[config.mk]
export PLATFORM = sky130hd
export DESIGN_NAME = ex_div_unit_flat
export DESIGN_NICKNAME = d
export VERILOG_FILES = /design/src/rtl/ex_div_unit_if.sv /design/src/rtl/ex_div_unit.sv /design/src/flat_wrapper.sv
export SDC_FILE = /design/constraint.sdc
export NUM_CORES = 1
export LEC_CHECK = 0
export CORE_MARGIN = 1.5
export CORE_UTILIZATION = 36
export CTS_CLUSTER_SIZE = 14
export DETAILED_ROUTE_END_ITERATION = 16
export GPL_TIMING_DRIVEN = 1
export SLEW_MARGIN = 20
export SYNTH_ARGS = -nofsm -noshare
export SYNTH_HDL_FRONTEND = slang
export SYNTH_SLANG_ARGS = --single-unit
[constraint.sdc]
create_clock -name clk -period 3.2 [get_ports clk]
set_clock_uncertainty 0.15 [all_clocks]
set_input_delay 0.64 -clock clk [delete_from_list [all_inputs] [get_ports clk]]
set_output_delay 0.64 -clock clk [all_outputs]
set_load 0.005 [all_outputs]
[src/rtl/ex_div_unit_if.sv]
// ex_div_unit_if: the request/result bundle between the execute stage and the
// iterative divider.
//
// Handshake: EX raises start_i with the operands and keeps it high until it
// sees ready_o.  The divider holds ready_o and result_o for as long as start_i
// stays high.  Dropping start_i releases the result, and ready_o/result_o
// clear on the next edge.  annul_i squashes an operation that is in flight.
//
// Signals:
//   signed_div_i  1 = DIV (signed), 0 = DIVU (unsigned)
//   opdata1_i     dividend
//   opdata2_i     divisor
//   start_i       request, held until ready_o
//   annul_i       cancel an in-flight division
//   result_o      {remainder, quotient}
//   ready_o       result valid
//   busy_o        divider not idle
// Modports: master = execute stage, slave = divider.
interface ex_div_unit_if #(
    parameter int DATA_W = 32
);
    logic                  signed_div_i;
    logic [DATA_W-1:0]     opdata1_i;
    logic [DATA_W-1:0]     opdata2_i;
    logic                  start_i;
    logic                  annul_i;
    logic [2*DATA_W-1:0]   result_o;
    logic                  ready_o;
    logic                  busy_o;

    modport master (
        output signed_div_i, opdata1_i, opdata2_i, start_i, annul_i,
        input  result_o, ready_o, busy_o
    );

    modport slave (
        input  signed_div_i, opdata1_i, opdata2_i, start_i, annul_i,
        output result_o, ready_o, busy_o
    );
endinterface

[src/rtl/ex_div_unit.sv]
// ex_div_unit: radix-2 restoring divider for DIV/DIVU.  It produces one
// quotient bit per cycle and returns {remainder, quotient} for HI/LO.
//
// Ports:
//   clk        clock, rising edge
//   rst        synchronous active-high reset
//   bus        ex_div_unit_if.slave (operands, start/annul, result/ready/busy)
//   dbg_state  current FSM state, for observation only
module ex_div_unit #(
    parameter int DATA_W = 32,
    parameter int CNT_W  = 6
) (
    input  logic                clk,
    input  logic                rst,
    ex_div_unit_if.slave        bus,
    output logic [1:0]          dbg_state
);
    typedef enum logic [1:0] {
        S_FREE   = 2'b00,
        S_BYZERO = 2'b01,
        S_ON     = 2'b10,
        S_END    = 2'b11
    } state_t;

    localparam logic [CNT_W-1:0] LAST_CNT = CNT_W'(DATA_W);

    state_t                 state, state_n;
    logic [CNT_W-1:0]       cnt, cnt_n;
    logic [2*DATA_W:0]      work, work_n;
    logic [DATA_W-1:0]      divisor, divisor_n;
    logic                   neg1, neg1_n;
    logic                   neg2, neg2_n;
    logic [2*DATA_W-1:0]    result, result_n;
    logic                   ready, ready_n;

    logic [DATA_W-1:0]      dividend_mag;
    logic [DATA_W-1:0]      divisor_mag;
    logic [DATA_W:0]        diff;
    logic [DATA_W-1:0]      quot_fix;
    logic [DATA_W-1:0]      rem_fix;

    always_ff @(posedge clk) begin
        if (rst) begin
            state   <= S_FREE;
            cnt     <= '0;
            work    <= '0;
            divisor <= '0;
            neg1    <= 1'b0;
            neg2    <= 1'b0;
            result  <= '0;
            ready   <= 1'b0;
        end else begin
            state   <= state_n;
            cnt     <= cnt_n;
            work    <= work_n;
            divisor <= divisor_n;
            neg1    <= neg1_n;
            neg2    <= neg2_n;
            result  <= result_n;
            ready   <= ready_n;
        end
    end

    always_comb begin
        state_n   = state;
        cnt_n     = cnt;
        work_n    = work;
        divisor_n = divisor;
        neg1_n    = neg1;
        neg2_n    = neg2;
        result_n  = result;
        ready_n   = ready;

        // Signed operands are divided as magnitudes.  The signs are
        // reapplied at finalise.
        dividend_mag = (bus.signed_div_i && bus.opdata1_i[DATA_W-1]) ?
                       -bus.opdata1_i : bus.opdata1_i;
        divisor_mag  = (bus.signed_div_i && bus.opdata2_i[DATA_W-1]) ?
                       -bus.opdata2_i : bus.opdata2_i;

        // The partial remainder lives in work[63:32].  The extra top bit of
        // diff acts as the borrow, so diff[DATA_W] set means the subtract
        // went negative.
        diff     = {1'b0, work[2*DATA_W-1:DATA_W]} - {1'b0, divisor};
        quot_fix = (neg1 ^ neg2) ? -work[DATA_W-1:0] : work[DATA_W-1:0];
        rem_fix  = neg1 ? -work[2*DATA_W:DATA_W+1] : work[2*DATA_W:DATA_W+1];

        case (state)
            S_FREE: begin
                ready_n  = 1'b0;
                result_n = '0;
                if (bus.start_i && !bus.annul_i) begin
                    state_n   = (bus.opdata2_i == '0) ? S_BYZERO : S_ON;
                    cnt_n     = '0;
                    divisor_n = divisor_mag;
                    neg1_n    = bus.signed_div_i && bus.opdata1_i[DATA_W-1];
                    neg2_n    = bus.signed_div_i && bus.opdata2_i[DATA_W-1];
                    work_n    = {{DATA_W{1'b0}}, dividend_mag, 1'b0};
                end
            end
            S_BYZERO: begin
                result_n = '0;
                ready_n  = 1'b1;
                state_n  = S_END;
            end
            S_ON: begin
                if (bus.annul_i) begin
                    state_n  = S_FREE;
                    ready_n  = 1'b0;
                    result_n = '0;
                    cnt_n    = '0;
                end else if (cnt != LAST_CNT) begin
                    cnt_n = cnt + 1'b1;
                    if (diff[DATA_W]) begin
                        work_n = {work[2*DATA_W-1:0], 1'b0};
                    end else begin
                        work_n = {diff[DATA_W-1:0], work[DATA_W-1:0], 1'b1};
                    end
                end else begin
                    result_n = {rem_fix, quot_fix};
                    ready_n  = 1'b1;
                    state_n  = S_END;
                end
            end
            S_END: begin
                if (!bus.start_i) begin
                    state_n  = S_FREE;
                    ready_n  = 1'b0;
                    result_n = '0;
                end
            end
            default: begin
                state_n = S_FREE;
            end
        endcase
    end

    assign bus.result_o = result;
    assign bus.ready_o  = ready;
    assign bus.busy_o   = (state != S_FREE);
    assign dbg_state    = state;
endmodule

[src/flat_wrapper.sv]
// flat-port wrapper written by rule: the top's interface ports become plain ports
module ex_div_unit_flat 
#(
    parameter int DATA_W = 32,
    parameter int CNT_W  = 6
)
  (clk, rst, dbg_state, bus_signed_div_i, bus_opdata1_i, bus_opdata2_i, bus_start_i, bus_annul_i, bus_result_o, bus_ready_o, bus_busy_o);
  ex_div_unit_if #(.DATA_W(DATA_W)) bus_i ();
  input  logic clk;
  input  logic rst;
  output logic [1:0] dbg_state;
  input wire logic [$bits(bus_i.signed_div_i)-1:0] bus_signed_div_i;
  input wire logic [$bits(bus_i.opdata1_i)-1:0] bus_opdata1_i;
  input wire logic [$bits(bus_i.opdata2_i)-1:0] bus_opdata2_i;
  input wire logic [$bits(bus_i.start_i)-1:0] bus_start_i;
  input wire logic [$bits(bus_i.annul_i)-1:0] bus_annul_i;
  output wire logic [$bits(bus_i.result_o)-1:0] bus_result_o;
  output wire logic [$bits(bus_i.ready_o)-1:0] bus_ready_o;
  output wire logic [$bits(bus_i.busy_o)-1:0] bus_busy_o;
  assign bus_i.signed_div_i = bus_signed_div_i;
  assign bus_i.opdata1_i = bus_opdata1_i;
  assign bus_i.opdata2_i = bus_opdata2_i;
  assign bus_i.start_i = bus_start_i;
  assign bus_i.annul_i = bus_annul_i;
  assign bus_result_o = bus_i.result_o;
  assign bus_ready_o = bus_i.ready_o;
  assign bus_busy_o = bus_i.busy_o;
  ex_div_unit #(.DATA_W(DATA_W), .CNT_W(CNT_W)) u_core (.clk(clk), .rst(rst), .bus(bus_i), .dbg_state(dbg_state));
endmodule
==> flow_metrics.tcl, run 1 <==
set metrics [dict create \
    status "completed" \
    grt-ovfl-total 0 \
    n_antenna_cell 0 \
    clock_latency_ns 0.45 \
    cp-start-kind "flop" \
    slew_viol_final 0 \
    grt_util_all_layers 0.202 \
    cp_max_fo 9 \
    ir_drop_uv 392 \
    dp_hpwl_mm 24.0 \
    die_w_um 177 \
    grt_pass1_vias 9559 \
    cts_root_buf "clkbuf_16" \
    drtAntennaViolNets 0 \
    p_total_mw 7.56 \
    cts.path.max_buffers 2 \
    pre_cts_ws_ns -0.264 \
    vias 10400 \
    route.detailed.drc 0 \
    max-slew-margin-rel 0.384 \
    areaGrowthSynthToFinish_pct 28.5 \
    clock_power_share 0.282 \
    p_leak_nw 5.43 \
    switchingPower_mw 2.94 \
    synth_edf_count 0 \
    min_period_ns 3.03 \
    antenna_found_initial 0 \
    required_ns 3.41 \
    crit_arrival_ns 3.24 \
    drtIter0Drc 682 \
    period_share 0.948 \
    clock.fmax_mhz 330 \
    grt_pass1_wl_mm 50.7 \
    clock-sinks 172 \
    io_pins 137 \
    avgRoutedWirePerCell_um 15.7 \
    fin_ws_ns 0.168 \
    synth-async-reset-ratio 0 \
    cp-end-kind "flop" \
    netlist-cell-type-count 74 \
    worstMarginPinSlew_ns 0.921 \
    cpPeakStageDelay_ns 0.37 \
    viasPerCell 5.21 \
    dr.pass1.iters 6 \
    internal_power_mw 4.63 \
    port_buffers 136 \
    pwr_density_cell_nw_per_um2 541 \
    cp_slowest_cell "ha_1" \
    place.gp.congestion 0.856 \
    rrSetupSlack_ns 0.17 \
    seq_area_frac_synth 0.317 \
    maxCapViolations 0 \
    nNetsFinal 1706 \
    dieArea_um2 31300 \
    synth_nets 1523 \
    cts_buffers 17 \
    hp-class "flop to flop" \
    grt_max_degree 64 \
    cts_htree_levels 4 \
    initial_core_util 0.366 \
    routed_wl_mm 31.4 \
    seq_power_share 0.338 \
    crit_type "flop to flop" \
    syn-instance-count 1410 \
    finalHoldViolations 0 \
    avgSynthCellArea_um2 7.71 \
    num-fill-cells 2950 \
    tritoncts "built" \
    netlist_area_um2 10900 \
    path_cells "inv_1 -> ha_1 -> a21oi_2 -> nand2_1 -> o21ai_2 -> a21boi_1 -> o311ai_2 -> nand3_2 -> o31ai_4 -> buf_12 -> mux2_2 -> o21ai_0" \
    setup_viol 0 \
    yosys_most_used_dff "dfxtp_1" \
    synth_warnings 0 \
    dieHeight_um 177 \
    drive_above_1_share 0.115 \
    ys_ff_latch 172 \
    pwr-share-comb 0.380 \
    rows 63 \
    core-area_um2 29700 \
    clkSlewWorstSetupHoldPaths_ns 0.08 \
    swShare 0.388 \
    rsz0062_at_grt "false" \
]
## worst max-delay path: cells and delay by family (launching register included)
family / cells / cell delay [ns]
muxes: 1 / 0.32
buffers and inverters: 2 / 0.23
AOI/OAI and AO/OA: 6 / 1.29
and+or+nand+nor: 2 / 0.25
adders and majority gates: 1 / 0.37
DFF: 1 / 0.34
## sequential cells by signal (all words and copies together), names as in the netlist
register / cells
u_core.bus.ready_o: 1
u_core.divisor: 32
u_core.cnt: 6
u_core.work: 65
u_core.neg2: 1
u_core.neg1: 1
u_core.bus.result_o: 64
u_core.dbg_state: 2
## power groups by stage
| stage | clock, mW | sequential, mW | combinational [mW] |
|---|---|---|---|
| 4_1_cts | 2.17 | 2.55 | 2.77 |
| 3_5_place_dp | 0 | 2.60 | 2.75 |
| 3_3_place_gp | 0 | 2.59 | 2.73 |
| 5_1_grt | 2.27 | 2.59 | 3.20 |
| 6_report | 2.13 | 2.56 | 2.88 |
| 2_1_floorplan | 0 | 2.51 | 1.97 |
## worst paths after layout
| kind | endpoint | cells after the start | startpoint |
|---|---|---|---|
| worst max-delay path | u_core.work[33]$_SDFFE_PP0P_ | 12 | u_core.divisor[7]$_SDFFE_PP0P_ |
| worst min-delay path | u_core.bus.ready_o$_SDFFE_PP0P_ | 2 | u_core.bus.ready_o$_SDFFE_PP0P_ |
| worst max register to register | u_core.work[33]$_SDFFE_PP0P_ | 12 | u_core.divisor[7]$_SDFFE_PP0P_ |
| worst min register to register | u_core.bus.ready_o$_SDFFE_PP0P_ | 2 | u_core.bus.ready_o$_SDFFE_PP0P_ |
## synthesized netlist by cell type, drive strengths merged (21+ instances only)
cell	count	area, µm²
a211oi	28	210
a21oi	112	564
a22oi	35	263
clkbuf	74	283
dfxtp	172	3440
ha	43	538
inv	57	214
mux2i	21	210
nand2	194	733
nand3	22	115
nor2	128	480
o21ai	132	661
o31ai	30	272
xnor2	73	639
xor2	76	666
## layout by cell type (no fill, tap or decap), drive strengths merged, types with 3 or more instances in the layout
master and instances:
nand4 12, nor2 128, o21ai 132, a31oi 6
nor3 19, nor2b 6, xor2 76, clkinv 9
o211ai 5, and3 7, or2 3, nor4 14
a32oi 11, a21o 13, buf 112, and2 5
mux2i 21, o41ai 12, nand3 22, nand2b 18
mux2 3, a21boi 3, nand3b 4, ha 43
a311oi 6, a211oi 28, nand2 194, clkbuf 17
o31ai 30, xnor2 73, or3 16, a21oi 112
or4 10, clkdlybuf4s50 135, o21a 5, dfxtp 172
inv 63, a22oi 35
## metal layers
metal	global-route usage	vias to the layer above	part of all wire
met5	0	-	0
met4	0.0388	0	0.0081
met3	0.0296	23	0.048
met2	0.300	227	0.42
met1	0.307	4820	0.52
li1	-	5338	-
## cell type report
class                   instances  area (µm²)  area share
clock buffers                  17         425      0.0305
clock inverters                15         191      0.0137
inverters                      57         214      0.0153
multi-input cells            1098        6970       0.499
flip-flops and latches        172        3440       0.247
well taps                     390         488      0.0349
repair buffers                247        2230       0.160
## metrics by stage
stage / util / area [µm²] / instances / hold slack [ns] / TNS [ns]
2_1_floorplan: - / 10900 / 1410 / 0.282 / 0
3_3_place_gp: 0.444 / 13200 / 1955 / 0.286 / -0.527
3_5_place_dp: 0.444 / 13200 / 1955 / 0.296 / -0.788
4_1_cts: 0.465 / 13800 / 1987 / 0.306 / 0
5_1_grt: 0.470 / 14000 / 1996 / 0.320 / 0
6_report: 0.470 / 14000 / 1996 / 0.306 / 0
## timing repair
item | 4_1_cts | 5_1_grt
buffers inserted | 0 | 9
setup endpoints to repair | 0 | 33
resized for setup | 0 | 14
hold buffers | 0 | 0
## kinds of logic after synthesis
kind of cell,share of synthesized area
compound gates,0.239
xor+xnor,0.120
fa+ha+maj,0.0513
buf+inv,0.0505
flops,0.317
mux,0.0224
simple gates,0.200
Note: power is estimated with default switching activity, not from simulation.
==> inputs of run 2 (changes only) <==
--- a/config.mk
+++ b/config.mk
@@ -9,6 +9,7 @@
 export CORE_UTILIZATION = 36
 export CTS_CLUSTER_SIZE = 14
 export DETAILED_ROUTE_END_ITERATION = 16
+export GPL_ROUTABILITY_DRIVEN = 0
 export GPL_TIMING_DRIVEN = 1
 export SLEW_MARGIN = 20
 export SYNTH_ARGS = -nofsm -noshare
==> results of run 2 <==
Same layout as run 1: the final DEF is identical, and so are final timing and power.
